===== src/rtl/sky130_fd_io__amuxbus_arbiter.sv =====
// AMUXBUS_A / AMUXBUS_B switch-enable arbiter: one round-robin arbiter per bus with
// break-before-make dead time and an analog settle window before the owner sees ready.

module sky130_fd_io__amuxbus_arbiter_bus #(
    parameter int NREQ       = 4,
    parameter int DEAD_CYC   = 4,
    parameter int SETTLE_CYC = 8
) (
    input  logic            clk,
    input  logic            reset,
    input  logic            bus_off,
    input  logic [NREQ-1:0] req,
    output logic [NREQ-1:0] en,
    output logic [NREQ-1:0] rdy,
    output logic            busy
);
    localparam int MAX_CYC = (DEAD_CYC > SETTLE_CYC) ? DEAD_CYC : SETTLE_CYC;
    localparam int CW      = $clog2(MAX_CYC + 1);

    localparam logic [CW-1:0]   CNT_ZERO    = CW'(0);
    localparam logic [CW-1:0]   CNT_ONE     = CW'(1);
    localparam logic [CW-1:0]   DEAD_LOAD   = CW'(DEAD_CYC - 1);
    localparam logic [CW-1:0]   SETTLE_LOAD = CW'(SETTLE_CYC - 1);
    localparam logic [NREQ-1:0] VEC_ZERO    = NREQ'(0);
    localparam logic [NREQ-1:0] VEC_ONE     = NREQ'(1);

    localparam logic [1:0] ST_IDLE   = 2'd0;
    localparam logic [1:0] ST_SETTLE = 2'd1;
    localparam logic [1:0] ST_OWNED  = 2'd2;
    localparam logic [1:0] ST_BREAK  = 2'd3;

    logic [1:0]      state_r, state_nxt_s;
    logic [CW-1:0]   cnt_r, cnt_nxt_s;
    logic [NREQ-1:0] ptr_r, ptr_nxt_s;
    logic [NREQ-1:0] en_r, en_nxt_s;
    logic [NREQ-1:0] rdy_r, rdy_nxt_s;
    logic            busy_r;
    logic [NREQ-1:0] masked_s, win_s;
    logic            any_req_s, owner_req_s;

    function automatic logic [NREQ-1:0] lowest_one(input logic [NREQ-1:0] v);
        return v & (~v + VEC_ONE);
    endfunction

    // The pointer is kept one-hot, so the owner is simply the set bit of en_r.
    assign any_req_s   = |req;
    assign owner_req_s = |(req & en_r);

    // Round-robin pick: lowest request at or above the pointer, else wrap to the lowest overall.
    always_comb begin
        masked_s = req & ~(ptr_r - VEC_ONE);
        if (masked_s != VEC_ZERO) begin
            win_s = lowest_one(masked_s);
        end else begin
            win_s = lowest_one(req);
        end
    end

    // Next-state logic; BUS_OFF overrides every state and keeps reloading the dead time.
    always_comb begin
        state_nxt_s = state_r;
        cnt_nxt_s   = cnt_r;
        ptr_nxt_s   = ptr_r;
        en_nxt_s    = en_r;
        rdy_nxt_s   = rdy_r;
        if (bus_off) begin
            state_nxt_s = ST_BREAK;
            cnt_nxt_s   = DEAD_LOAD;
            en_nxt_s    = VEC_ZERO;
            rdy_nxt_s   = VEC_ZERO;
        end else begin
            case (state_r)
                ST_IDLE: begin
                    if (any_req_s) begin
                        state_nxt_s = ST_SETTLE;
                        cnt_nxt_s   = SETTLE_LOAD;
                        en_nxt_s    = win_s;
                        rdy_nxt_s   = VEC_ZERO;
                        ptr_nxt_s   = {win_s[NREQ-2:0], win_s[NREQ-1]};
                    end else begin
                        state_nxt_s = ST_IDLE;
                    end
                end
                ST_SETTLE: begin
                    if (!owner_req_s) begin
                        state_nxt_s = ST_BREAK;
                        cnt_nxt_s   = DEAD_LOAD;
                        en_nxt_s    = VEC_ZERO;
                        rdy_nxt_s   = VEC_ZERO;
                    end else if (cnt_r == CNT_ZERO) begin
                        state_nxt_s = ST_OWNED;
                        rdy_nxt_s   = en_r;
                    end else begin
                        cnt_nxt_s = cnt_r - CNT_ONE;
                    end
                end
                ST_OWNED: begin
                    if (!owner_req_s) begin
                        state_nxt_s = ST_BREAK;
                        cnt_nxt_s   = DEAD_LOAD;
                        en_nxt_s    = VEC_ZERO;
                        rdy_nxt_s   = VEC_ZERO;
                    end else begin
                        state_nxt_s = ST_OWNED;
                    end
                end
                ST_BREAK: begin
                    if (cnt_r != CNT_ZERO) begin
                        cnt_nxt_s = cnt_r - CNT_ONE;
                    end else if (any_req_s) begin
                        state_nxt_s = ST_SETTLE;
                        cnt_nxt_s   = SETTLE_LOAD;
                        en_nxt_s    = win_s;
                        rdy_nxt_s   = VEC_ZERO;
                        ptr_nxt_s   = {win_s[NREQ-2:0], win_s[NREQ-1]};
                    end else begin
                        state_nxt_s = ST_IDLE;
                    end
                end
                default: begin
                    state_nxt_s = ST_IDLE;
                    cnt_nxt_s   = CNT_ZERO;
                    en_nxt_s    = VEC_ZERO;
                    rdy_nxt_s   = VEC_ZERO;
                end
            endcase
        end
    end

    // State and output registers; reset restores requester 0 as highest priority.
    always_ff @(posedge clk) begin
        if (reset) begin
            state_r <= ST_IDLE;
            cnt_r   <= CNT_ZERO;
            ptr_r   <= VEC_ONE;
            en_r    <= VEC_ZERO;
            rdy_r   <= VEC_ZERO;
            busy_r  <= 1'b0;
        end else begin
            state_r <= state_nxt_s;
            cnt_r   <= cnt_nxt_s;
            ptr_r   <= ptr_nxt_s;
            en_r    <= en_nxt_s;
            rdy_r   <= rdy_nxt_s;
            busy_r  <= (state_nxt_s != ST_IDLE);
        end
    end

    assign en   = en_r;
    assign rdy  = rdy_r;
    assign busy = busy_r;
endmodule

module sky130_fd_io__amuxbus_arbiter #(
    parameter int NREQ       = 4,
    parameter int DEAD_CYC   = 4,
    parameter int SETTLE_CYC = 8
) (
    input  logic            CLK,
    input  logic            RESET,
    input  logic            BUS_OFF,
    input  logic [NREQ-1:0] REQ_A,
    input  logic [NREQ-1:0] REQ_B,
    output logic [NREQ-1:0] EN_A,
    output logic [NREQ-1:0] EN_B,
    output logic [NREQ-1:0] RDY_A,
    output logic [NREQ-1:0] RDY_B,
    output logic            BUSY_A,
    output logic            BUSY_B
);
    sky130_fd_io__amuxbus_arbiter_bus #(
        .NREQ      (NREQ),
        .DEAD_CYC  (DEAD_CYC),
        .SETTLE_CYC(SETTLE_CYC)
    ) u_bus_a (
        .clk    (CLK),
        .reset  (RESET),
        .bus_off(BUS_OFF),
        .req    (REQ_A),
        .en     (EN_A),
        .rdy    (RDY_A),
        .busy   (BUSY_A)
    );

    sky130_fd_io__amuxbus_arbiter_bus #(
        .NREQ      (NREQ),
        .DEAD_CYC  (DEAD_CYC),
        .SETTLE_CYC(SETTLE_CYC)
    ) u_bus_b (
        .clk    (CLK),
        .reset  (RESET),
        .bus_off(BUS_OFF),
        .req    (REQ_B),
        .en     (EN_B),
        .rdy    (RDY_B),
        .busy   (BUSY_B)
    );
endmodule


===== config.mk =====
export PLATFORM = sky130hd
export DESIGN_NAME = sky130_fd_io__amuxbus_arbiter
export DESIGN_NICKNAME = d
export VERILOG_FILES = /design/src/rtl/sky130_fd_io__amuxbus_arbiter.sv
export SDC_FILE = /design/constraint.sdc
export NUM_CORES = 1
export LEC_CHECK = 0
export BUFFER_PORTS_ARGS = -buffer_cell sky130_fd_sc_hd__buf_2
export CORE_MARGIN = 2
export CORE_UTILIZATION = 55
export CTS_CLUSTER_SIZE = 28
export DETAILED_ROUTE_END_ITERATION = 8
export PLACE_DENSITY = 0.81
export SETUP_SLACK_MARGIN = 0.2
export SLEW_MARGIN = 20
export SYNTH_ARGS = -nofsm -noshare
export SYNTH_HDL_FRONTEND = slang
export SYNTH_SLANG_ARGS = --single-unit

===== constraint.sdc =====
create_clock -name CLK -period 4.82 [get_ports CLK]
set_input_delay 0.964 -clock CLK [delete_from_list [all_inputs] [get_ports CLK]]
set_output_delay 0.964 -clock CLK [all_outputs]
set_load 0.02 [all_outputs]

==> impl_metrics.yaml, run 1 <==
outcome:
  status: "completed"
worst_hold_path:
  worstHoldPathType: "reg -> reg"
  hold_end: "u_bus_a.rdy[1]"
  min_from: "u_bus_a.rdy[1]"
  whs_path_depth: 2
floorplanning:
  core_um2: 4260
  rows: 24
  io_pins: 29
  start_util_pct: 56.2
  dieArea_um2: 4900
  fp.dieH_um: 70.0
  die_width_um: 70.0
clock_tree:
  h-tree-depth: 2
  cts_num_sinks: 38
  cts_tree: "yes"
  cts_buffers: 5
  ctsHoldBuffers: 0
  cts.path.max_buffers: 2
  root_buffer: "clkbuf_8"
  clk_latency_ns: 0.30
  clkTransAtPathRegs_ns: 0.07
  ctsResizeCount: 0
  post_cts_buffers: 0
synth:
  synth.area.top_cells: "dfxtp_1, ha_1, inv_1, a21oi_1, o21ai_0"
  synth_fp_nets: 300
  synthCells: 277
  async_reset_ff_share_pct: 0
  synth_edf_count: 0
  synth_cell_types: 60
  syn_area_um2: 2400
  synth_ff_type: "dfxtp_1"
  seq_area_frac_synth_pct: 31.7
  ys_warn_count: 0
  syn_avg_cell_area_um2: 8.65
  synth_area_leader_cell: "dfxtp_1"
  synth_top_cell_area_share_pct: 31.7
  synth-seq-cells: 38
layout:
  mostFrequentLayoutCells: "dfxtp_1, buf_2, inv_1, nand2_1, a21oi_1"
  drive_gt1_share_pct: 16.3
  fillers: 390
  area_growth_pct: 9.24
  layout_commonest_cell: "dfxtp_1"
  instances_no_fill: 352
  n_antenna_cell: 0
  regArea_um2: 761
  fin_nets: 323
  multiInputGateArea_um2: 1480
  fin_area_um2: 2620
global_route:
  grt_max_degree: 17
  grt_pass1_wl_um: 9080
  overflow: 0
  grtUsageTotal_pct: 22.7
  grt_pass1_vias: 1991
  antenna_found_initial: 0
sta:
  min_period_ns: 2.38
  hold_violations: 0
  hold_slack_ns: 0.481
  fin_setup_tns_ns: 0
  slew_headroom_pct: 37.0
  rsz0062_at_grt: "false"
  worstMarginPinSlew_ns: 0.941
  finClkSkew_ns: 0.00748
  clock.fmax_ghz: 0.419
  drv_slew: 0
  setup_viol: 0
  final.period_utilization_pct: 49.5
place:
  port_buffers: 28
  place.gp.congestion: 0.927
  dp.cells: 345
  place_area_um2: 2540
  detailed_place_hpwl_um: 4110
critical_path:
  ff2ff_setup_slack_ns: 2.55
  crit_arrival_ns: 2.62
  r2r-start: "u_bus_a.cnt_r[0]"
  start_kind: "input port"
  critPathCaptureType: "flip-flop"
  critPathMaxFanout: 15
  rr_worst_depth: 6
  rr_endpoint: "u_bus_a.ptr_r[1]"
  crit_required_ns: 5.06
  critical_path_class: "in -> reg"
detailed_routing:
  routedWlPerCell_um: 15.4
  finalWirelength_um: 5430
  antenna_left: 0
  vias: 2217
  drtIter0Drc: 187
  vias_per_cell: 6.30
  drt_pre_antenna_iters: 6
  drc_errors: 0
power_and_ir_drop:
  pwr_density_cell_nw_per_um2: 309
  vdd_ir_drop_max_mv: 0.177
  p_leak_nw: 1.09
job:
  maxCapViolations: 0
[where the power goes]
| part | switching [W] | total [W] | internal [W] |
|---|---|---|---|
| combinational | 0.000142 | 0.000241 | 0.0000983 |
| clock | 0.000112 | 0.000209 | 0.0000970 |
| sequential | 0.0000219 | 0.000358 | 0.000337 |
[sequential cells by signal, summed over array words and instances (netlist names)]
register	cells
u_bus_a.ptr_r	4
u_bus_b.state_r	2
u_bus_b.ptr_r	4
u_bus_a.en	4
u_bus_b.cnt_r	4
u_bus_a.rdy	4
u_bus_b.en	4
u_bus_b.busy	1
u_bus_a.state_r	2
u_bus_b.rdy	4
u_bus_a.busy	1
u_bus_a.cnt_r	4
[synthesized netlist by cell type, types with 6 or more instances]
master	n
o22ai_1	9
and2_1	6
ha_1	12
a21oi_1	16
o21ai_0	13
nand2_1	17
clkbuf_1	6
nor2_1	15
inv_1	24
a32o_1	6
dfxtp_1	38
nand3_1	7
[per-layer routing]
layer | part of all wire, % | wire (um) | track usage [%]
met1 | 50 | 2740 | 31.8
met2 | 44 | 2370 | 34.1
met4 | 1.2 | 63 | 9.40
met5 | 0 | 0 | 0
met3 | 4.8 | 263 | 4.47
[through the flow]
stage,util [%],setup slack (ns),power [W]
finish,61.4,2.44,0.000808
global route,61.4,2.35,0.000853
CTS,61.4,2.50,0.000808
detailed placement,59.5,2.15,0.000602
global placement,59.5,2.21,0.000598
floorplan,-,2.49,0.000555
[cells by family after synthesis]
family / after synthesis / synth area share, %
AOI/OAI and AO/OA: 105 / 34.4
xor gates and xnor gates: 5 / 1.83
adders and majority gates: 12 / 6.27
buffers and inverters: 36 / 6.37
DFF: 38 / 31.7
muxes: 4 / 1.67
and+or+nand+nor: 77 / 17.8
[cell type report]
cell class | instances | area share, %
sequential | 38 | 29.1
timing repair buffer | 28 | 5.35
multi-input combinational | 203 | 56.6
clock buffer | 5 | 2.63
inverter | 24 | 3.44
clock inverter | 2 | 0.382
tap | 52 | 2.49
[worst max-delay path: stages]
cell and delay, ns:
buf_2 0.16, inv_1 0.37, nand2_1 0.27, nor4_1 0.65
a32o_1 0.21
[how the worst max path moves through the flow]
stage | start | endpoint | depth (start not counted)
2_1_floorplan | REQ_B[1] | u_bus_b.cnt_r[0] | 5
3_3_place_gp | RESET | u_bus_b.rdy[2] | 5
3_5_place_dp | RESET | u_bus_b.rdy[0] | 5
4_1_cts | RESET | u_bus_b.rdy[0] | 5
5_1_grt | RESET | u_bus_b.rdy[2] | 5
6_report | RESET | u_bus_b.rdy[0] | 5
Power figures use the tool's default switching activity.
==> inputs of run 2 (changes only) <==
- clock period: 4.82 -> 2.2 ns (I/O delays scaled with it)
==> run 2 against run 1 <==
Effect of this change:
- combinational power grew to 2.7 times the previous value
- register-to-register slack worse by 2.3 ns
- worst setup slack worse by 2.2 ns
- cell count is 5.7% higher
- via count is 7.4% higher
- wire length increased by 14%
- global-route usage rose by 1.9 points
- design area grew 11%
- critical path type is now reg -> reg
==> impl_metrics.yaml, run 2 (synthesized netlist as in run 1, its figures left out) <==
power_and_ir_drop:
  combPwrFrac_pct: 29.5
  vdd_ir_drop_max_mv: 0.565
  internal_power_w: 0.00151
  clockPowerShare_pct: 34.4
  total_power_w: 0.00219
  power_switching_w: 0.000678
  sw_frac_of_total_pct: 30.9
  pwr_density_cell_nw_per_um2: 751
  p_seq_share_pct: 36.1
  p_leak_nw: 1.23
global_route:
  antenna_found_initial: 0
  overflow: 0
  grt_pass1_vias: 2178
  grt_max_degree: 17
  grt_pass1_wl_um: 9920
  grtUsageTotal_pct: 24.6
sta:
  setup_viol: 0
  drv_slew: 0
  final.period_utilization_pct: 88.9
  finClkSkew_ns: 0.00750
  worstMarginPinSlew_ns: 0.501
  fin_setup_tns_ns: 0
  min_period_ns: 1.95
  hold_violations: 0
  rsz0062_at_grt: "true"
  clock.fmax_ghz: 0.512
  slew_headroom_pct: 66.6
detailed_routing:
  vias: 2382
  vias_per_cell: 6.40
  antenna_left: 0
  finalWirelength_um: 6210
  drtIter0Drc: 228
  routedWlPerCell_um: 16.7
  drt_pre_antenna_iters: 4
  drc_errors: 0
floorplanning:
  die_width_um: 70.0
  fp.dieH_um: 70.0
  rows: 24
  dieArea_um2: 4900
  start_util_pct: 56.2
  core_um2: 4260
  io_pins: 29
clock_tree:
  cts_tree: "yes"
  root_buffer: "clkbuf_8"
  clk_latency_ns: 0.30
  clkTransAtPathRegs_ns: 0.08
  ctsHoldBuffers: 0
  h-tree-depth: 2
  cts_num_sinks: 38
  cts_buffers: 5
  cts.path.max_buffers: 2
layout:
  area_growth_pct: 21.7
  drive_gt1_share_pct: 27.2
  mostFrequentLayoutCells: "dfxtp_1, buf_2, inv_1, buf_4, nand2_1"
  fillers: 345
  fin_nets: 342
  n_antenna_cell: 0
  layout_commonest_cell: "dfxtp_1"
place:
  place.gp.congestion: 0.951
  detailed_place_hpwl_um: 4210
  port_buffers: 28
critical_path:
  start_kind: "flip-flop"
  rr_worst_depth: 7
  ff2ff_setup_slack_ns: 0.25
  critPathMaxFanout: 4
  crit_required_ns: 2.39
  crit_arrival_ns: 2.15
  rr_endpoint: "u_bus_b.rdy[0]"
  critical_path_class: "reg -> reg"
  r2r-start: "u_bus_b.cnt_r[0]"
  critPathCaptureType: "flip-flop"
worst_hold_path:
  hold_end: "u_bus_b.state_r[0]"
  min_from: "RESET"
  whs_path_depth: 2
  worstHoldPathType: "in -> reg"
outcome:
  status: "completed"
job:
  maxCapViolations: 0
==> run 2: cell count changes in the layout (fill, tap and decap cells not counted), sizes merged <==
| cell | before | now |
|---|---|---|
| buf | 28 | 47 |
| bufinv | 0 | 2 |
| clkbuf | 5 | 6 |
| clkinv | 2 | 0 |
==> run 2: power by group through the flow <==
stage | combinational [W] | clock (W) | sequential (W)
final | 0.000647 | 0.000755 | 0.000790
after floorplan | 0.000415 | 0 | 0.000802
after CTS | 0.000551 | 0.000759 | 0.000785
after detailed placement | 0.000534 | 0 | 0.000800
after global placement | 0.000525 | 0 | 0.000798
after global routing | 0.000713 | 0.000789 | 0.000797
==> run 2: final cells by class <==
class / instances / area [um2] / area share (%)
Clock buffer: 6 / 82.6 / 2.83
Multi-Input combinational cell: 203 / 1560 / 53.5
Clock inverter: 2 / 60.1 / 2.06
Timing Repair Buffer: 47 / 295 / 10.1
Sequential cell: 38 / 764 / 26.2
Tap cell: 52 / 65.1 / 2.23
Inverter: 24 / 90.1 / 3.09
==> run 2: per-stage QoR <==
step           setup slack [ns]  instance area (um2)  instances  hold WS, ns  utilization [%]
2_1_floorplan             0.252                 2400        277        0.467                -
4_1_cts                   0.207                 2760        362        0.427             64.6
5_1_grt                   0.172                 2920        372        0.443             68.4
3_3_place_gp              0.152                 2590        352        0.445             60.8
6_report                  0.245                 2920        372        0.437             68.4
3_5_place_dp             0.0896                 2590        352        0.443             60.8
==> run 2: metal layers <==
metal	track usage, %	routed length, um	up-vias
met4	7.69	88	0
li1	-	-	1149
met2	38.3	2960	73
met1	33.8	2820	1150
met3	5.77	341	10
met5	0	0	-
==> run 2: repair_timing <==
| item | in CTS | in global routing |
|---|---|---|
| resized for setup | 2 | 20 |
| pin swaps | 2 | 4 |
| endpoints found under the setup margin | 20 | 26 |
| endpoints found under the hold margin | 0 | 0 |
| gates cloned | 0 | 0 |
| buffers inserted | 2 | 10 |
==> run 2: how the worst max path moves through the flow <==
stage | startpoint | to | cells past startpoint
final | u_bus_b.cnt_r[0] | u_bus_b.rdy[0] | 7
after detailed placement | u_bus_a.cnt_r[0] | u_bus_a.ptr_r[2] | 6
after CTS | u_bus_a.state_r[1] | u_bus_a.cnt_r[2] | 5
after global routing | u_bus_b.cnt_r[1] | u_bus_b.rdy[0] | 7
after floorplan | u_bus_a.cnt_r[0] | u_bus_a.ptr_r[0] | 7
after global placement | u_bus_a.cnt_r[0] | u_bus_a.ptr_r[0] | 6
==> run 2: worst max-delay path, stage by stage, from the launching register on <==
cell      delay (ns)
dfxtp_1         0.35
inv_2           0.07
ha_4            0.13
or3b_4          0.43
buf_12          0.15
a21oi_1         0.17
o221ai_1        0.22
a32o_1          0.32
